[config.mk]
export PLATFORM = sky130hd
export DESIGN_NAME = vga_timing_gen
export DESIGN_NICKNAME = d
export VERILOG_FILES = /design/src/rtl/vga_timing_gen.sv
export SDC_FILE = /design/constraint.sdc
export NUM_CORES = 1
export LEC_CHECK = 0
export CAP_MARGIN = 20
export CORE_MARGIN = 4
export CORE_UTILIZATION = 33
export DETAILED_ROUTE_END_ITERATION = 16
export GPL_ROUTABILITY_DRIVEN = 0
export GPL_TIMING_DRIVEN = 0
export PLACE_DENSITY = 0.56
export SLEW_MARGIN = 30
export SYNTH_ARGS = -nofsm -noshare
export SYNTH_HDL_FRONTEND = slang
export SYNTH_SLANG_ARGS = --single-unit
[constraint.sdc]
create_clock -name clk -period 5.77 [get_ports clk]
set_clock_uncertainty 0.1 [all_clocks]
set_input_delay 1.154 -clock clk [delete_from_list [all_inputs] [get_ports clk]]
set_output_delay 1.154 -clock clk [all_outputs]
set_load 0.005 [all_outputs]
[src/rtl/vga_timing_gen.sv]
// rtl/vga_timing_gen.sv - parametrised VGA horizontal/vertical timing generator
//
// Owns free-running horizontal and vertical counters. It decodes the sync,
// back porch, visible and front porch regions from them and drives registered
// sync, visibility, coordinates and line/frame strobes to the pixel pipeline.
//
// Each axis runs in the order: sync [0, SYNC-1], back porch, visible, front porch.
// Every output is registered from the next-state counter values. As a result,
// hs/vs/video_on/x/y describe the same position as the counters on any given
// cycle, with no extra latency.
//
// Optional feature macro: VGA_FRAME_COUNT_EN (adds the 16-bit frame_count output).
//
// Ports:
//   clk          in   system clock
//   reset        in   asynchronous, active-high reset
//   pix_en       in   pixel-rate clock enable; counters advance only when high
//   hs           out  horizontal sync (active-low when HS_NEG=1)
//   vs           out  vertical sync (active-low when VS_NEG=1)
//   video_on     out  high while both axes are in their visible region
//   x            out  horizontal visible coordinate, 0 outside the visible span
//   y            out  vertical visible coordinate, 0 outside the visible span
//   line_start   out  one-clk pulse on the advance that wraps h_count to 0
//   frame_start  out  one-clk pulse on the advance that wraps both counters to 0
//   frame_count  out  (VGA_FRAME_COUNT_EN only) frames started since reset, wraps

module vga_timing_gen #(
    parameter int H_SYNC    = 96,
    parameter int H_BACK    = 48,
    parameter int H_VISIBLE = 640,
    parameter int H_FRONT   = 16,
    parameter int V_SYNC    = 2,
    parameter int V_BACK    = 33,
    parameter int V_VISIBLE = 480,
    parameter int V_FRONT   = 10,
    parameter int CNT_W     = 10,
    parameter int HS_NEG    = 1,
    parameter int VS_NEG    = 1
) (
    input  logic             clk,
    input  logic             reset,
    input  logic             pix_en,
    output logic             hs,
    output logic             vs,
    output logic             video_on,
    output logic [CNT_W-1:0] x,
    output logic [CNT_W-1:0] y,
    output logic             line_start,
`ifdef VGA_FRAME_COUNT_EN
    output logic             frame_start,
    output logic [15:0]      frame_count
`else
    output logic             frame_start
`endif
);

    localparam int H_TOTAL = H_SYNC + H_BACK + H_VISIBLE + H_FRONT;
    localparam int V_TOTAL = V_SYNC + V_BACK + V_VISIBLE + V_FRONT;

    localparam logic [CNT_W-1:0] H_LAST      = CNT_W'(H_TOTAL - 1);
    localparam logic [CNT_W-1:0] V_LAST      = CNT_W'(V_TOTAL - 1);
    localparam logic [CNT_W-1:0] H_SYNC_END  = CNT_W'(H_SYNC);
    localparam logic [CNT_W-1:0] V_SYNC_END  = CNT_W'(V_SYNC);
    localparam logic [CNT_W-1:0] H_VIS_START = CNT_W'(H_SYNC + H_BACK);
    localparam logic [CNT_W-1:0] V_VIS_START = CNT_W'(V_SYNC + V_BACK);

    // Exclusive end of the visible span. It is one bit wider so that a
    // zero-length front porch does not overflow when the span ends at the total.
    localparam logic [CNT_W:0]   H_VIS_END   = (CNT_W+1)'(H_SYNC + H_BACK + H_VISIBLE);
    localparam logic [CNT_W:0]   V_VIS_END   = (CNT_W+1)'(V_SYNC + V_BACK + V_VISIBLE);

    localparam logic HS_ACT = (HS_NEG != 0) ? 1'b0 : 1'b1;
    localparam logic VS_ACT = (VS_NEG != 0) ? 1'b0 : 1'b1;

    logic [CNT_W-1:0] h_count;
    logic [CNT_W-1:0] v_count;

    logic [CNT_W-1:0] h_next;
    logic [CNT_W-1:0] v_next;
    logic             h_wrap;
    logic             v_wrap;
    logic             adv_line;
    logic             adv_frame;

    logic             h_vis_n;
    logic             v_vis_n;
    logic             hs_n;
    logic             vs_n;
    logic [CNT_W-1:0] x_n;
    logic [CNT_W-1:0] y_n;

    // Next counter position. While pix_en is low the next position equals the
    // current one, so the decoded outputs below hold without a separate enable.
    always_comb begin
        h_wrap    = (h_count == H_LAST);
        v_wrap    = (v_count == V_LAST);
        h_next    = h_count;
        v_next    = v_count;
        adv_line  = 1'b0;
        adv_frame = 1'b0;
        if (pix_en) begin
            if (h_wrap) begin
                h_next   = '0;
                adv_line = 1'b1;
                if (v_wrap) begin
                    v_next    = '0;
                    adv_frame = 1'b1;
                end else begin
                    v_next = v_count + CNT_W'(1);
                end
            end else begin
                h_next = h_count + CNT_W'(1);
            end
        end
    end

    // Region decode of the next position.
    always_comb begin
        h_vis_n = (h_next >= H_VIS_START) && ({1'b0, h_next} < H_VIS_END);
        v_vis_n = (v_next >= V_VIS_START) && ({1'b0, v_next} < V_VIS_END);
        hs_n    = (h_next < H_SYNC_END) ? HS_ACT : ~HS_ACT;
        vs_n    = (v_next < V_SYNC_END) ? VS_ACT : ~VS_ACT;
        x_n     = h_vis_n ? (h_next - H_VIS_START) : '0;
        y_n     = v_vis_n ? (v_next - V_VIS_START) : '0;
    end

    // Reset parks at position (0,0). That position lies inside both sync
    // regions, so both syncs come out of reset at their active level.
    always_ff @(posedge clk or posedge reset) begin
        if (reset) begin
            h_count     <= '0;
            v_count     <= '0;
            hs          <= HS_ACT;
            vs          <= VS_ACT;
            video_on    <= 1'b0;
            x           <= '0;
            y           <= '0;
            line_start  <= 1'b0;
            frame_start <= 1'b0;
        end else begin
            h_count     <= h_next;
            v_count     <= v_next;
            hs          <= hs_n;
            vs          <= vs_n;
            video_on    <= h_vis_n && v_vis_n;
            x           <= x_n;
            y           <= y_n;
            line_start  <= adv_line;
            frame_start <= adv_frame;
        end
    end

`ifdef VGA_FRAME_COUNT_EN
    always_ff @(posedge clk or posedge reset) begin
        if (reset) begin
            frame_count <= '0;
        end else if (adv_frame) begin
            frame_count <= frame_count + 16'd1;
        end
    end
`endif

endmodule

; Word-level counts from Yosys, hierarchy flattened
; Cells that the tools add are included.
[totals]
ff_bits = 45
out_inout_bits = 25
elab_cells = 38
[classes]
n_addsub = 4
order_cmp = 6
eq_ne = 2
n_mux = 14
reduce_logical = 3
[ops]
columns = operator, count
row1 = 2-to-1 mux 10 bit, 7
row2 = adder 10 x 1 -> 10 bit (second input constant), 2
row3 = == test 10 bit (second input constant), 2
row4 = < comparator 10 bit (second input constant), 2
row5 = greater-or-equal comparator 10 x 6 -> 1 bit (second input constant), 1
row6 = greater-or-equal comparator 10 x 8 -> 1 bit (second input constant), 1
row7 = < comparator 10 x 2 -> 1 bit (second input constant), 1
row8 = < comparator 10 x 7 -> 1 bit (second input constant), 1
row9 = subtractor 10 x 6 -> 10 bit (second input constant), 1
row10 = subtractor 10 x 8 -> 10 bit (second input constant), 1
row11 = 2-to-1 mux 1 bit, 7
row12 = logical AND 1 bit, 3

; Longest topological paths before layout
; Gate-level depths: netlist (run 1).
[depth]
ltp_word = 7
depth_mapped = 12
mapped_depth_nobuf = 11

; Least setup slack after synthesis (run 1)
; No wires, ideal clock.
[synth_timing]
kind = input-to-reg
start = input port pix_en
end = register x[1]
arrival_ns = 3.324
path_slack_ns = 2.260
cell_stages = 11
path_buffers = 2
cell_sequence = buf_2 -> nand4_1 -> o21a_1 -> o21ai_0 -> ha_1 -> nand2_1 -> or4b_1 -> a31oi_1 -> o31ai_1 -> clkbuf_1 -> nor3_1
[synth_between]
elab_chain_len = 4
elab_cells_between_ends = 6
cone_classes = add/sub (1) / order compare (2) / mux (2) / reduce/logical (1)
[synth_rtl]
columns = element, line_no
row1 = from (decl), 42  ; input logic pix_en,
row2 = 2-to-1 mux 10 bit (*), 101  ; if (pix_en) begin
row3 = greater-or-equal comparator 10 x 8 -> 1 bit / < comparator 10 bit (equally long branches), 119  ; h_vis_n = (h_next >= H_VIS_START) && ({1'b0, h_next} < H_VIS_END);
row4 = logical AND 1 bit, 119
row5 = 2-to-1 mux 10 bit (*), 123  ; x_n = h_vis_n ? (h_next - H_VIS_START) : '0;
row6 = net x_n[1], 89  ; logic [CNT_W-1:0] x_n;
row7 = to (signal assigned), 146  ; x <= x_n;
row8 = to (decl), 46  ; output logic [CNT_W-1:0] x,
; The timed path passes the listed nets; every way through them passes the cells marked *.

; Final worst setup path (run 1)
; Same ends and word-level chain as after synthesis.

==> flow_metrics.env, run 1 <==
export IMPL_synth_commonest_cells="dfrtp_1 (45), nor2_1 (26), inv_1 (17)"
export IMPL_synth_top_area_share_pct=50.4
export IMPL_start_kind="input pin"
export IMPL_wl_per_cell_um=14.2
export IMPL_grt_pass1_wl_mm=8.22
export IMPL_maxCapViolCount=0
export IMPL_rows=29
export IMPL_fin_cells=336
export IMPL_worst_r2r_cell_count=8
export IMPL_cts_htree_levels=2
export IMPL_initial_utilization_pct=34.6
export IMPL_final_layout_size_suffix_gt1_share_pct=10.4
export IMPL_syn_area_um2=2230
export IMPL_crit_path_end="x[1]"
export IMPL_core_um2=6460
export IMPL_peakVddDrop_mv=0.283
export IMPL_reg2reg_to="y[7]"
export IMPL_holdCritPathClass="reg -> reg"
export IMPL_dp_slack_ps=1630
export IMPL_startpoint="pix_en"
export IMPL_cellLeakagePower_nw=1.25
export IMPL_clk_insertion_delay_late_ps=300
export IMPL_ys_types=46
export IMPL_grt_use_total_pct=12.3
export IMPL_grt_overflow_total=0
export IMPL_cp_required_ps=5890
export IMPL_drt_vias_per_instance=5.17
export IMPL_crit_arrival_ps=3890
export IMPL_cts_clk_slew_worst_paths_ps=90
export IMPL_worstMarginPinSlew_ps=741
export IMPL_powerDensity_nw_per_um2=264
export IMPL_synth_edf_count=0
export IMPL_n_fill_cell=629
export IMPL_rsz0062_at_grt="no"
export IMPL_pwr_share_comb_pct=19.9
export IMPL_cts_sinks=45
export IMPL_yosysTopAreaCell="dfrtp_1"
export IMPL_ios=28
export IMPL_grt_start_max_net_pins=29
export IMPL_seqPwrFrac_pct=51.1
export IMPL_cts_buffers=5
export IMPL_ys_ff_latch=45
export IMPL_grt_antenna_before_repair=0
export IMPL_period_share_pct=65.4
export IMPL_areaGrowthSynthToFinish_pct=21.2
export IMPL_avgSynthCellArea_um2=9.97
export IMPL_synthTopCellsByArea="dfrtp_1 (50%), xnor2_1 (4.7%), nor2_1 (4.4%)"
export IMPL_ctsHoldBuffers=0
export IMPL_dieArea_um2=8150
export IMPL_grt_pass1_vias=1722
export IMPL_total_power_mw=0.713
export IMPL_setup_viol=0
export IMPL_setup_ws_ps=1990
export IMPL_dp_cells=328
export IMPL_drt_pass1_iter_count=4
export IMPL_internal_power_mw=0.493
export IMPL_clock_path_buffers=2
export IMPL_slew_violations=0
export IMPL_slew_limit_headroom_pct=50.2
export IMPL_rrSetupSlack_ps=2550
export IMPL_drt_first_iter_violations=76
export IMPL_r2r_start="h_count[5]"
export IMPL_path_class="in -> reg"
export IMPL_finalCoreUtilization_pct=41.9
export IMPL_outcome="finished, final reports clean"
export IMPL_die_h_um=90.3
export IMPL_p_switching_mw=0.221
export IMPL_drt_total_wl_mm=4.78
export IMPL_clockPowerShare_pct=29.0
export IMPL_synthCells=224
export IMPL_postCtsSetupBuffers=0
export IMPL_crit_path_end_kind="flip-flop"
export IMPL_swShare_pct=30.9
export IMPL_synthArstFlopShare_pct=100
export IMPL_vias=1736
export IMPL_cts_resized_gates=0
export IMPL_port_buffers=26
export IMPL_synth_yosys_seq_area_share_pct=50.4
export IMPL_fp_dieW_um=90.3
export IMPL_antennaDiodeCount=0
export IMPL_ctsRootBufferMaster="clkbuf_8"
export IMPL_postRouteAntennaNets=0
export IMPL_hold_viol_final=0
export IMPL_setup_tns_final_ps=0
export IMPL_yosysMostFrequentCell="dfrtp_1"
export IMPL_syn_nets=233
export IMPL_crit_fanout=10
export IMPL_finalCriticalPeriod_ps=3780
export IMPL_fmax_ghz=0.265
export IMPL_cts_tree="yes"
export IMPL_post_route_drc_count=0
export IMPL_final_net_count=267
export IMPL_yosysWarnings=0
export IMPL_dp_hpwl_mm=3.46
export IMPL_synth_ff_type="dfrtp_1"
==> registers in the layout, indices dropped and copies added (netlist names) <==
signal	cells
line_start	1
vs	1
v_count	10
x	10
h_count	10
frame_start	1
y	10
hs	1
video_on	1
==> logic make-up (layout without fill, tap and decap cells) <==
group / count (synthesis) / count (layout) / synth area share, %
muxes: 3 / 3 / 1.46
and+or+nand+nor: 93 / 93 / 22.7
DFF: 45 / 45 / 50.4
xor gates and xnor gates: 21 / 21 / 8.24
buffers and inverters: 24 / 59 / 4.54
adders and majority gates: 6 / 6 / 3.36
AOI/OAI and AO/OA: 32 / 32 / 9.24
==> power by group through the flow <==
stage / registers, mW / logic [mW] / clock network (mW)
after floorplan: 0.364 / 0.113 / 0
after global placement: 0.368 / 0.141 / 0
after detailed placement: 0.370 / 0.143 / 0
after CTS: 0.364 / 0.145 / 0.214
after global routing: 0.368 / 0.164 / 0.228
final: 0.364 / 0.142 / 0.207
==> cells in the final DEF (no fill, tap or decap), drive strengths merged, types with 2 or more instances in the layout <==
master / synthesis / routed
a21oi: 6 / 6
a31oi: 2 / 2
and3: 6 / 6
buf: 4 / 5
clkbuf: 3 / 9
clkdlybuf4s50: 0 / 26
clkinv: 0 / 2
dfrtp: 45 / 45
ha: 6 / 6
inv: 17 / 17
mux2: 2 / 2
nand2: 14 / 14
nand3: 12 / 12
nand4: 5 / 5
nor2: 26 / 26
nor2b: 2 / 2
nor3: 12 / 12
nor4: 3 / 3
o21a: 2 / 2
o21ai: 15 / 15
o22ai: 2 / 2
o31ai: 2 / 2
or2: 3 / 3
or3: 2 / 2
or4: 2 / 2
or4b: 2 / 2
xnor2: 12 / 12
xor2: 9 / 9
==> per-stage QoR <==
step | cell area (µm²) | hold WS (ps)
floorplan | 2230 | 435
global placement | 2590 | 480
detailed placement | 2610 | 487
CTS | 2710 | 514
global route | 2710 | 553
finish | 2710 | 517
==> layer usage <==
| metal | GRT usage (%) | wire length [µm] | vias up |
|---|---|---|---|
| li1 | - | - | 836 |
| met1 | 15.8 | 2210 | 864 |
| met2 | 20.7 | 2350 | 31 |
| met3 | 2.83 | 172 | 5 |
| met4 | 3.70 | 44 | 0 |
| met5 | 0 | 0 | - |
==> cell type report <==
class,count,area (µm²),area share (%)
timing repair buffer,27,280,10.4
clock inverter,2,13.8,0.509
inverter,17,63.8,2.36
clock buffer,6,82.6,3.05
buffer,7,37.5,1.39
tap,77,96.3,3.56
multi-input combinational,155,1010,37.2
sequential,45,1130,41.6
==> worst min-delay path by stage <==
stage | start | end | slack [ps] | cells after the start
5_1_grt | v_count[6] | v_count[6] | 550 | 1
6_report | h_count[2] | h_count[2] | 520 | 2
2_1_floorplan | h_count[2] | h_count[2] | 430 | 2
3_3_place_gp | h_count[2] | h_count[2] | 480 | 2
4_1_cts | h_count[2] | h_count[2] | 510 | 2
3_5_place_dp | h_count[2] | h_count[2] | 490 | 2
==> worst max-delay path, stage by stage <==
cell      delay (ps)
buf_2            150
nand4_1          260
o21a_1           250
o21ai_0          460
ha_1             260
nand2_1           50
or4b_1           530
a31oi_1          190
o31ai_1          120
clkbuf_1         280
nor3_1           190
No activity file was read; power rests on OpenSTA's default activity.
==> run 2: changes to the inputs <==
- clock period: 5.77 -> 3.9 ns (I/O delays scaled with it)
==> results of run 2 <==
The final DEF is identical to that of run 1. Status: finished, final reports clean.
Main changes from that run: setup slack after placement 1630 ps -> 138 ps; setup slack after layout 1990 ps -> 498 ps; register-to-register setup slack 2550 ps -> 680 ps; total power 0.713 mW -> 1.06 mW; worst IR drop on VDD 0.283 mV -> 0.419 mV
